$ cat src/rtl/sme_feeder.sv
// sme_feeder: host-side driver for the string-matching engine's character
// stream. The host appends characters into a string buffer (1..STR_MAX) and a
// pattern buffer (1..PAT_MAX). On start, the string and then the pattern are
// streamed back-to-back on chardata/isstring/ispattern. The block then waits
// for the engine's valid strobe and latches match/match_index as the result.
//
// Optional feature: define SME_FEEDER_TIMEOUT_EN to add a WAIT watchdog. If
// valid has not arrived after TO_CYCLES cycles, the block completes with
// timeout=1. Without the macro, timeout is tied low and WAIT has no limit.
//
// Ports:
//   clk, reset                  clock, synchronous active-high reset
//   wr_en, wr_sel, wr_data      host append (wr_sel 0 = string, 1 = pattern)
//   start, keep_str             run request; keep_str skips the string phase
//   busy, done, err             status (done and err are one-cycle pulses)
//   res_match, res_index        latched engine result
//   timeout                     result came from the watchdog
//   chardata, isstring,         character stream to the engine
//   ispattern
//   valid, match, match_index   engine result inputs
module sme_feeder #(
  parameter int STR_MAX   = 32,
  parameter int PAT_MAX   = 8,
  parameter int TO_CYCLES = 1023
) (
  input  logic       clk,
  input  logic       reset,
  input  logic       wr_en,
  input  logic       wr_sel,
  input  logic [7:0] wr_data,
  input  logic       start,
  input  logic       keep_str,
  output logic       busy,
  output logic       done,
  output logic       err,
  output logic       res_match,
  output logic [4:0] res_index,
  output logic       timeout,
  output logic [7:0] chardata,
  output logic       isstring,
  output logic       ispattern,
  input  logic       valid,
  input  logic       match,
  input  logic [4:0] match_index
);
  localparam int SW  = $clog2(STR_MAX + 1);
  localparam int PW  = $clog2(PAT_MAX + 1);
  localparam int SAW = $clog2(STR_MAX);
  localparam int PAW = $clog2(PAT_MAX);
  localparam int IW  = (SW > PW) ? SW : PW;

  typedef enum logic [2:0] {IDLE, SEND_S, SEND_P, WAIT, DONE} state_t;
  typedef struct packed {
    logic       match;
    logic [4:0] index;
  } res_t;

  state_t        state, state_n;
  logic [IW-1:0] idx, idx_n;
  logic [7:0]    str_mem [STR_MAX];
  logic [7:0]    pat_mem [PAT_MAX];
  logic [SW-1:0] slen, s_cnt, tx_slen;
  logic [PW-1:0] plen, tx_plen;
  logic          str_sent, str_clr;
  res_t          res_q, res_n;
  logic [7:0]    chardata_n;
  logic          isstring_n, ispattern_n, busy_n, done_n;
  logic          start_err, load_tx, finish;
  logic          wr_acc, wr_s, wr_p, wr_ovf;
  logic [IW-1:0] last_s, last_p;

  // A string write after a completed run restarts the string at index 0.
  // The old contents remain valid until that write so they can be resent.
  assign s_cnt  = str_clr ? '0 : slen;
  assign wr_acc = wr_en && !busy && !reset;
  assign wr_s   = wr_acc && !wr_sel && (s_cnt != SW'(STR_MAX));
  assign wr_p   = wr_acc &&  wr_sel && (plen  != PW'(PAT_MAX));
  assign wr_ovf = wr_acc && (wr_sel ? (plen == PW'(PAT_MAX)) : (s_cnt == SW'(STR_MAX)));

  // The stream uses lengths latched at start. A write in the same cycle as
  // start lands in the buffer but does not extend the run in progress.
  assign last_s = IW'(tx_slen) - IW'(1);
  assign last_p = IW'(tx_plen) - IW'(1);

`ifdef SME_FEEDER_TIMEOUT_EN
  localparam int TW = $clog2(TO_CYCLES + 1);
  logic [TW-1:0] to_cnt;
  logic          timeout_q, timeout_n;
`endif

  // Outputs are registered. This block computes what the next cycle drives.
  always_comb begin
    state_n     = state;
    idx_n       = idx;
    chardata_n  = '0;
    isstring_n  = 1'b0;
    ispattern_n = 1'b0;
    busy_n      = busy;
    done_n      = 1'b0;
    res_n       = res_q;
    start_err   = 1'b0;
    load_tx     = 1'b0;
    finish      = 1'b0;
`ifdef SME_FEEDER_TIMEOUT_EN
    timeout_n   = timeout_q;
`endif
    unique case (state)
      IDLE: begin
        if (start) begin
          if (plen == '0 || (!keep_str && slen == '0) || (keep_str && !str_sent)) begin
            start_err = 1'b1;
          end else begin
            load_tx = 1'b1;
            busy_n  = 1'b1;
            idx_n   = '0;
            if (keep_str) begin
              state_n     = SEND_P;
              chardata_n  = pat_mem[0];
              ispattern_n = 1'b1;
            end else begin
              state_n    = SEND_S;
              chardata_n = str_mem[0];
              isstring_n = 1'b1;
            end
          end
        end
      end
      SEND_S: begin
        // The first pattern character follows the last string character
        // directly, with no gap cycle.
        if (idx == last_s) begin
          state_n     = SEND_P;
          idx_n       = '0;
          chardata_n  = pat_mem[0];
          ispattern_n = 1'b1;
        end else begin
          idx_n      = idx + IW'(1);
          chardata_n = str_mem[idx_n[SAW-1:0]];
          isstring_n = 1'b1;
        end
      end
      SEND_P: begin
        if (idx == last_p) begin
          state_n = WAIT;
        end else begin
          idx_n       = idx + IW'(1);
          chardata_n  = pat_mem[idx_n[PAW-1:0]];
          ispattern_n = 1'b1;
        end
      end
      WAIT: begin
        if (valid) begin
          state_n = DONE;
          done_n  = 1'b1;
          busy_n  = 1'b0;
          finish  = 1'b1;
          res_n   = '{match: match, index: match_index};
`ifdef SME_FEEDER_TIMEOUT_EN
          timeout_n = 1'b0;
        end else if (to_cnt == TW'(TO_CYCLES - 1)) begin
          // This is the last WAIT cycle. A valid in this cycle takes
          // priority through the branch above.
          state_n   = DONE;
          done_n    = 1'b1;
          busy_n    = 1'b0;
          finish    = 1'b1;
          res_n     = '0;
          timeout_n = 1'b1;
`endif
        end
      end
      DONE:    state_n = IDLE;
      default: state_n = IDLE;
    endcase
  end

  always_ff @(posedge clk) begin
    if (reset) begin
      state     <= IDLE;
      idx       <= '0;
      chardata  <= '0;
      isstring  <= 1'b0;
      ispattern <= 1'b0;
      busy      <= 1'b0;
      done      <= 1'b0;
      err       <= 1'b0;
      res_q     <= '0;
      slen      <= '0;
      plen      <= '0;
      tx_slen   <= '0;
      tx_plen   <= '0;
      str_sent  <= 1'b0;
      str_clr   <= 1'b0;
    end else begin
      state     <= state_n;
      idx       <= idx_n;
      chardata  <= chardata_n;
      isstring  <= isstring_n;
      ispattern <= ispattern_n;
      busy      <= busy_n;
      done      <= done_n;
      err       <= start_err | wr_ovf;
      res_q     <= res_n;
      if (load_tx) begin
        tx_slen <= slen;
        tx_plen <= plen;
        if (!keep_str) str_sent <= 1'b1;
      end
      if (wr_s) begin
        slen    <= s_cnt + SW'(1);
        str_clr <= 1'b0;
      end
      // finish happens only while busy, so it never coincides with a write.
      if (finish) begin
        plen    <= '0;
        str_clr <= 1'b1;
      end else if (wr_p) begin
        plen <= plen + PW'(1);
      end
    end
  end

  // The buffers are not reset. The lengths alone decide what is valid.
  always_ff @(posedge clk) begin
    if (wr_s) str_mem[s_cnt[SAW-1:0]] <= wr_data;
    if (wr_p) pat_mem[plen[PAW-1:0]]  <= wr_data;
  end

  assign res_match = res_q.match;
  assign res_index = res_q.index;

`ifdef SME_FEEDER_TIMEOUT_EN
  // The counter holds 0 outside WAIT, so it starts from 0 on every entry.
  always_ff @(posedge clk) begin
    if (reset) begin
      to_cnt    <= '0;
      timeout_q <= 1'b0;
    end else begin
      timeout_q <= timeout_n;
      if (state == WAIT) to_cnt <= to_cnt + TW'(1);
      else               to_cnt <= '0;
    end
  end
  assign timeout = timeout_q;
`else
  assign timeout = 1'b0;
`endif

endmodule

$ cat config.mk
export PLATFORM = sky130hd
export DESIGN_NAME = sme_feeder
export DESIGN_NICKNAME = d
export VERILOG_FILES = /design/src/rtl/sme_feeder.sv
export SDC_FILE = /design/constraint.sdc
export NUM_CORES = 1
export LEC_CHECK = 0
export BUFFER_PORTS_ARGS = -buffer_cell sky130_fd_sc_hd__buf_2
export CORE_ASPECT_RATIO = 1.2
export CORE_MARGIN = 2
export CORE_UTILIZATION = 50
export CTS_CLUSTER_SIZE = 28
export DETAILED_ROUTE_END_ITERATION = 6
export MAX_ROUTING_LAYER = met4
export PLACE_DENSITY = 0.67
export SYNTH_ARGS = -nofsm -noshare
export SYNTH_HDL_FRONTEND = slang
export SYNTH_SLANG_ARGS = --single-unit
$ cat constraint.sdc
create_clock -name clk -period 2.7 [get_ports clk]
set_input_delay 0.54 -clock clk [delete_from_list [all_inputs] [get_ports clk]]
set_output_delay 0.54 -clock clk [all_outputs]
set_load 0.005 [all_outputs]
== After elaboration in Yosys (flattened, before gate mapping) ==
Memories as Yosys holds them, arrays and structs flattened.
Index checks and enable logic that the tools add are counted.

* Memories: 2
* Logic and storage cells: 117
* Bits in writable memories: 320
* Register bits: 50

* Add/sub/neg operators: 5
* Muxes and demuxes: 49
* Reduce and logical (&&, ||, !) cells: 28
* Bitwise gates (word level): 2
* Equality and inequality tests: 15

{| class="wikitable"
|+ Memories
! memory !! words !! width !! read ports !! clocked after memory_dff !! write ports !! line !! text
|-
| str_mem || 32 || 8 || 2 || 0 || 1 || 60 || <nowiki>logic [7:0] str_mem [STR_MAX];</nowiki>
|-
| pat_mem || 8 || 8 || 2 || 0 || 1 || 61 || <nowiki>logic [7:0] pat_mem [PAT_MAX];</nowiki>
|}

{| class="wikitable"
|+ Operators with widths
! cell !! number
|-
| $mux 8 || 5
|-
| $mux 6 || 5
|-
| $mux 1 || 27
|-
| $pmux 8 s3 || 1
|-
| $pmux 6 s3 || 1
|-
| $mux 3 || 5
|-
| $add 6x1->6 const B || 2
|-
| $eq 6x6->1 || 2
|-
| $ne 2x2->1 const B || 6
|-
| $pmux 3 s4 || 1
|-
| $logic_and 1x1->1 || 9
|-
| $reduce_and 4->1 || 2
|-
| $eq 3x2->1 const B || 2
|-
| $eq 6x6->1 const B || 1
|-
| $logic_not 6->1 || 1
|-
| $ne 6x6->1 const B || 1
|-
| $sub 6x1->6 const B || 1
|-
| $logic_not 1->1 || 5
|-
| $reduce_and 5->1 || 1
|-
| $sub 4x1->5 const B || 1
|-
| $add 4x1->4 const B || 1
|-
| $eq 4x4->1 const B || 1
|-
| $logic_not 4->1 || 1
|-
| $ne 4x4->1 const B || 1
|-
| other kinds (12) || 16
|}

== Logic depth before layout (Yosys ltp) ==
Gate-level depths: netlist of the first run.

* Word-level depth: 8
* Gate-level depth with buffers: 9
* Mapped depth without buffers: 9

== Worst setup path after synthesis of the first run ==
Ideal clock, no wire load.

* Kind: in2reg
* Start point: in reset
* End point: mem pat_mem[0][0], enable pin
* Buffers on the path: 1
* Arrival: 2.336 ns
* Stages: 4
* Slack: -0.031 ns
* Cells stage by stage: clkbuf_1 -> nor3b_1 -> nand3_1 -> nor4_1

* Longest elaborated chain between the ends: 6

{| class="wikitable"
|+ RTL lines
! item !! line !! text
|-
| from (decl) || 27 || <nowiki>input logic reset,</nowiki>
|-
| $logic_not 1->1 || 75 || <nowiki>assign wr_acc = wr_en && !busy && !reset;</nowiki>
|-
| $logic_and 1x1->1 || 75 ||
|-
| $logic_and 1x1->1 (2 in a row) || 77 || <nowiki>assign wr_p = wr_acc && wr_sel && (plen != PW'(PAT_MAX));</nowiki>
|-
| $mux 1 || 226 || <nowiki>if (wr_p) pat_mem[plen[PAW-1:0]] <= wr_data;</nowiki>
|-
| $mux 1 (not written as such) || 226 ||
|-
| to (decl) || 61 ||
|}

Every way passes these cells.

== Final worst setup path of the first run ==
* Start point: reg plen[0]
* End point: reg idx[2]

* Longest elaborated chain between the ends: 5

{| class="wikitable"
|+ RTL lines
! item !! line !! text
|-
| from (decl) || 63 || <nowiki>logic [PW-1:0] plen, tx_plen;</nowiki>
|-
| from (signal assigned) || 218 || <nowiki>plen <= plen + PW'(1);</nowiki>
|-
| $logic_not 4->1 || 110 || <nowiki>if (plen == '0 || (!keep_str && slen == '0) || (keep_str && !str_sent)) begin</nowiki>
|-
| $logic_or 1x1->1 (2 in a row) || 110 ||
|-
| $ne 2x2->1 (no line) || n/a ||
|-
| $reduce_and 4->1 (no line) || n/a ||
|-
| to (signal assigned) || 196 || <nowiki>idx <= idx_n;</nowiki>
|-
| to (decl) || 59 || <nowiki>logic [IW-1:0] idx, idx_n;</nowiki>
|}

Every way passes these cells.
A chain may end at the register's enable or synchronous reset.

==> results.json, run 1 <==
{
  "drive_gt1_share_pct": 25.38,
  "clk_latency_ns": 0.54,
  "required_ns": 3.13,
  "cts_root_buf": "clkbuf_16",
  "grt_pass1_wl_mm": 50.31,
  "grt_pass1_vias": 8569,
  "path_delay_family": "compound AO/OA/AOI/OAI gates",
  "p_switching_uw": 2278,
  "antenna_found_initial": 0,
  "critPathArrivalTime_ns": 2.99,
  "skew_ns": 0.03308,
  "cp_max_fo": 9,
  "hold_violations": 0,
  "ys_ff_latch": 370,
  "drt_wl_total_mm": 32.47,
  "remaining_drc_errors": 0,
  "p_clk_share_pct": 43.2,
  "crit_chain": "inv_1 > ha_1 > nor3b_1 > a2111oi_0 > o21ai_0 > o21ai_1 > o21ai_0 > a32o_1",
  "synth_area_per_cell_um2": 16.41,
  "cts_buffers": 37,
  "synth_top_area_cell": "edfxtp_1",
  "diodes": 0,
  "ios": 41,
  "synth_edf_count": 320,
  "synth_area_um2": 15050,
  "rrSetupSlack_ns": 0.14,
  "crit_buf_inv": 1,
  "gr-total-overflow": 0,
  "syn_to_final_growth_pct": 16.15,
  "syn_inst": 917,
  "hold_buffers": 0,
  "dr.pass1.iters": 7,
  "wire_per_inst_um": 22.39,
  "peakVddDrop_v": 0.0006533,
  "fin_crit_sh_pct": 94.79,
  "vias_per_cell": 5.853,
  "cp_common_cell": "o21ai_0",
  "cts.sink_count": 370,
  "max_clock_freq_ghz": 0.3907,
  "place_area_um2": 16310,
  "vias": 8487,
  "clk_path_buf_depth": 3,
  "critPathLaunchType": "register",
  "finalSetupTns_ns": 0,
  "die_w_um": 162.4,
  "antenna_left": 0,
  "yosys-top-cells-area": "edfxtp_1, mux4_2, dfxtp_1, nor2_1, nand2_1",
  "combPwrFrac_pct": 2.3,
  "dieArea_um2": 31500,
  "final_cell_mix": "edfxtp_1, nor2_1, nand2_1",
  "cts_setup_buffers": 0,
  "critPathSlowestCell": "a2111oi_0",
  "io_buffer_count": 39,
  "ys_warn_count": 0,
  "rsz0062_at_grt": "false",
  "clkTransAtPathRegs_ns": 0.06,
  "period_needed_ns": 2.559,
  "drv_cap": 0,
  "yosysTopAreaCellShare_pct": 63.87,
  "worstMarginPinSlew_ns": 0.8046,
  "cts_tree": "yes",
  "yosysSeqAreaShare_pct": 70.52,
  "syn_nets": 947,
  "die_h_um": 194.0,
  "finalSetupViolCount": 0,
  "synth_ff_type": "edfxtp_1",
  "track_usage_pct": 21.99,
  "outcome": "finished, final reports clean",
  "nets": 1063,
  "hold_path.class": "primary input to register",
  "gp_congestion": 0.8798,
  "async_flop_share_pct": 0,
  "hpwlAfterDp_mm": 20.97,
  "drv_slew": 0,
  "powerDensity_nw_per_um2": 655.4,
  "htreeDepth": 2,
  "core_area_um2": 29610,
  "final_common_cell": "edfxtp_1",
  "critPathKind": "register to register",
  "p_int_uw": 9176,
  "netSwitchingFraction_pct": 19.89,
  "grt_max_degree": 47,
  "yosysUniqueCellTypes": 63,
  "start_util_pct": 50.81,
  "cts_resized": 0,
  "endpoint_kind": "register",
  "p_seq_share_pct": 54.5,
  "postLayoutCellArea_um2": 17480,
  "rows": 69,
  "slowest_delay_ns": 0.63,
  "p_leak_uw": 0.005716,
  "drtIter0Drc": 672,
  "relSlewSlack_pct": 46.36
}
-- cells in the mapped netlist, types with 3 or more instances --
| library cell | number |
|---|---|
| a211oi_1 | 12 |
| a21oi_1 | 26 |
| a222oi_1 | 8 |
| a31oi_1 | 10 |
| a32o_1 | 4 |
| a32oi_1 | 8 |
| and2_1 | 8 |
| and3_1 | 4 |
| buf_1 | 3 |
| buf_2 | 13 |
| clkbuf_1 | 32 |
| dfxtp_1 | 50 |
| edfxtp_1 | 320 |
| ha_1 | 9 |
| inv_1 | 15 |
| mux2i_1 | 21 |
| mux4_2 | 80 |
| nand2_1 | 85 |
| nand2b_1 | 3 |
| nand3_1 | 16 |
| nor2_1 | 87 |
| nor2b_1 | 7 |
| nor3_1 | 13 |
| nor3b_1 | 6 |
| nor4_1 | 3 |
| o21ai_0 | 12 |
| or3_1 | 3 |
| xnor2_1 | 13 |
| xor2_1 | 5 |
-- worst paths after layout --
path	start	to	cells past startpoint
max	plen[0]$_SDFFE_PP0P_	idx[2]$_SDFFE_PP0P_	8
min	match_index[4]	res_index[4]$_SDFFE_PP0P_	3
max reg2reg	plen[0]$_SDFFE_PP0P_	idx[2]$_SDFFE_PP0P_	8
min reg2reg	res_index[3]$_SDFFE_PP0P_	res_index[3]$_SDFFE_PP0P_	2
-- registers in the layout (all words and copies together), names as in the netlist, 4 cells and up --
| register | cells |
|---|---|
| res_index | 5 |
| tx_plen | 4 |
| slen | 6 |
| tx_slen | 6 |
| chardata | 8 |
| plen | 4 |
| idx | 6 |
| str_mem | 256 |
| pat_mem | 64 |
-- layout make-up --
type | instances | area [µm²]
fillers | 2214 | 12140
clock buffers | 45 | 977.2
inverters | 16 | 60.06
repair buffers | 126 | 935.9
flip-flops and latches | 370 | 10610
multi-input cells | 482 | 4217
well taps | 390 | 488.0
clock inverters | 21 | 183.9
-- power groups by stage --
stage	combinational, µW	sequential [µW]	clock, µW
detailed placement	271	6360	0
finish	268	6240	4950
CTS	272	6240	5060
floorplan	120	6360	0
global placement	263	6360	0
global route	296	6240	5280
-- layer usage --
metal / GRT usage (%) / vias up / part of all wire (%)
met4: 8.981 / 0 / 3.7
met3: 3.529 / 67 / 5.1
met1: 27.68 / 4340 / 41
met2: 35.84 / 245 / 50
met5: - / - / 0
li1: - / 3835 / -
-- logic make-up after synthesis --
kind of cell / count (synthesis) / share of synthesized area, %
mux: 101 / 13.37
buf+inv: 65 / 1.755
compound gates: 105 / 5.081
xor+xnor: 18 / 1.048
flops: 370 / 70.52
other cells: 1 / 0.02492
fa+ha+maj: 9 / 0.7485
simple gates: 248 / 7.451
-- worst reg2reg max path, cell delays in order (launching register included) --
cell       delay [ns]
dfxtp_1          0.33
inv_1            0.08
ha_1             0.22
nor3b_1          0.20
a2111oi_0        0.63
o21ai_0          0.18
o21ai_1          0.33
o21ai_0          0.18
a32o_1           0.30
-- metrics by stage --
step           total power (µW)  util (%)  hold slack, ns  instances  setup slack [ns]
5_1_grt                   11810     59.01          0.2605       1450          0.003101
4_1_cts                   11570     59.01          0.2364       1450            0.1620
3_3_place_gp               6623     55.09          0.4720       1384            0.2030
2_1_floorplan              6476         -          0.4410        917            0.1398
6_report                  11450     59.01          0.2573       1450            0.1406
3_5_place_dp               6632     55.09          0.4851       1384            0.1545
No activity file was read; power rests on OpenSTA's default activity.
==> run 2: changes to the inputs <==
CELL_PAD_IN_SITES_DETAIL_PLACEMENT = 1   (was unset)
CELL_PAD_IN_SITES_GLOBAL_PLACEMENT = 2   (was unset)
CORE_UTILIZATION = 42   (was 50)
PLACE_DENSITY = 0.73   (was 0.67)
==> results.json, run 2 (synthesized netlist as in run 1, its figures left out) <==
{
  "track_usage_pct": 20.79,
  "cts.sink_count": 370,
  "hold_violations": 0,
  "clk_latency_ns": 0.54,
  "dr.pass1.iters": 5,
  "cp_max_fo": 8,
  "fin_util_pct": 49.81,
  "powerDensity_nw_per_um2": 680.7,
  "relSlewSlack_pct": 37.52,
  "slowest_delay_ns": 0.62,
  "nets": 1034,
  "drv_cap": 0,
  "cts_buffers": 39,
  "p_switching_uw": 2436,
  "dr.max_layer_used": "met4",
  "ios": 41,
  "rows": 75,
  "io_buffer_count": 39,
  "finalSetupViolCount": 0,
  "worstMarginPinSlew_ns": 0.9337,
  "postLayoutCellArea_um2": 17480,
  "combPwrFrac_pct": 2.4,
  "p_leak_uw": 0.005594,
  "start_util_pct": 42.87,
  "rsz0062_at_grt": "false",
  "hpwlAfterDp_mm": 24.23,
  "final_common_cell": "edfxtp_1",
  "place_area_um2": 16170,
  "endpoint_kind": "register",
  "die_h_um": 211.3,
  "cts_setup_buffers": 0,
  "wl_met3_mm": 1.430,
  "syn_to_final_growth_pct": 16.20,
  "dieArea_um2": 37360,
  "critPathLaunchType": "register",
  "grt_pass1_wl_mm": 55.42,
  "critPathArrivalTime_ns": 2.70,
  "grt_max_degree": 46,
  "critPathKind": "register to register",
  "hold_path.class": "primary input to register",
  "p_int_uw": 9464,
  "peakVddDrop_v": 0.0005080,
  "fillers": 3362,
  "largest_reg_flops": 256,
  "place_ws_ns": -0.1112,
  "clkTransAtPathRegs_ns": 0.06,
  "drt-met1-wl_mm": 15.20,
  "final_cell_mix": "edfxtp_1, nand2_1, mux4_2",
  "hp-start": "match_index[1]",
  "cts_tree": "yes",
  "htreeDepth": 2,
  "critPathSlowestCell": "nor2_1",
  "antenna_found_initial": 0,
  "whs_ns": 0.2380,
  "finalSetupTns_ns": 0,
  "grt_pass1_vias": 8820,
  "netSwitchingFraction_pct": 20.47,
  "outcome": "finished, final reports clean",
  "max_clock_freq_ghz": 0.3957,
  "p_seq_share_pct": 52.4,
  "period_needed_ns": 2.527,
  "worstSetupStartpoint": "slen[0]$_SDFFE_PP0P_",
  "wl_met2_mm": 18.98,
  "diodes": 0,
  "antenna_left": 0,
  "setup_slack_ns": 0.1729,
  "r2r_start": "slen[0]$_SDFFE_PP0P_",
  "cp_common_cell": "nand2_1",
  "remaining_drc_errors": 0,
  "gr-total-overflow": 0,
  "cts_root_buf": "clkbuf_16",
  "drt_wl_total_mm": 36.47,
  "wire_per_inst_um": 24.39,
  "vias_per_cell": 5.591,
  "p_clk_share_pct": 45.2,
  "crit_chain": "nor2b_1 > inv_1 > ha_1 > nand2_1 > o311a_1 > nand2_1 > buf_4 > nor2_1",
  "skew_ns": 0.01885,
  "fin_crit_sh_pct": 93.60,
  "die_w_um": 176.8,
  "drtIter0Drc": 500,
  "required_ns": 2.87,
  "clk_path_buf_depth": 3,
  "drive_gt1_share_pct": 24.88,
  "vias": 8358,
  "gp_congestion": 0.7854,
  "core_area_um2": 35100,
  "drv_slew": 0
}
[run 2: metrics by stage]
stage	total power [µW]	instances
3_5_place_dp	6653	1425
3_3_place_gp	6648	1425
5_1_grt	12230	1495
2_1_floorplan	6476	917
6_report	11900	1495
4_1_cts	12020	1495
[run 2: per-layer routing]
| layer | GRT usage, % | up-vias |
|---|---|---|
| li1 | - | 3772 |
| met1 | 26.04 | 4338 |
| met2 | 35.95 | 190 |
| met3 | 2.514 | 58 |
| met4 | 5.500 | 0 |
| met5 | - | - |
[run 2: path summary, 6_finish.rpt]
kind / depth (start not counted) / to / slack, ns
setup reg to reg: 8 / str_mem[17][2]$_DFFE_PP_ / 0.17
hold reg to reg: 2 / res_match$_SDFFE_PP0P_ / 0.49
setup / recovery: 8 / str_mem[17][2]$_DFFE_PP_ / 0.17
hold / removal: 3 / res_index[1]$_SDFFE_PP0P_ / 0.24
[run 2: power by group through the flow]
stage,Sequential [µW],Clock (µW),Combinational [µW]
after global placement,6360,0,290
after floorplan,6360,0,120
after global routing,6240,5680,317
after CTS,6240,5490,295
final,6240,5370,288
after detailed placement,6360,0,294
[run 2: final cells by class]
cell class | count | area, µm² | area share [%]
multi-input cells | 482 | 4245 | 24.28
well taps | 462 | 578.1 | 3.306
inverters | 16 | 60.06 | 0.3435
clock inverters | 24 | 245.2 | 1.403
clock buffers | 46 | 1037 | 5.933
flip-flops and latches | 370 | 10610 | 60.71
repair buffers | 95 | 703.2 | 4.022
[run 2: timing repair]
item,in CTS,in global routing
hold buffers,0,0
gates resized for setup,0,11
endpoints found under the setup margin,0,84
[run 2: worst max-delay path: cells and delay by family, from the launching register on]
family / cells / cell delay [ns]
adders and majority gates: 1 / 0.24
AOI/OAI and AO/OA: 1 / 0.31
and+or+nand+nor: 4 / 0.99
DFF: 1 / 0.33
buffers and inverters: 2 / 0.29
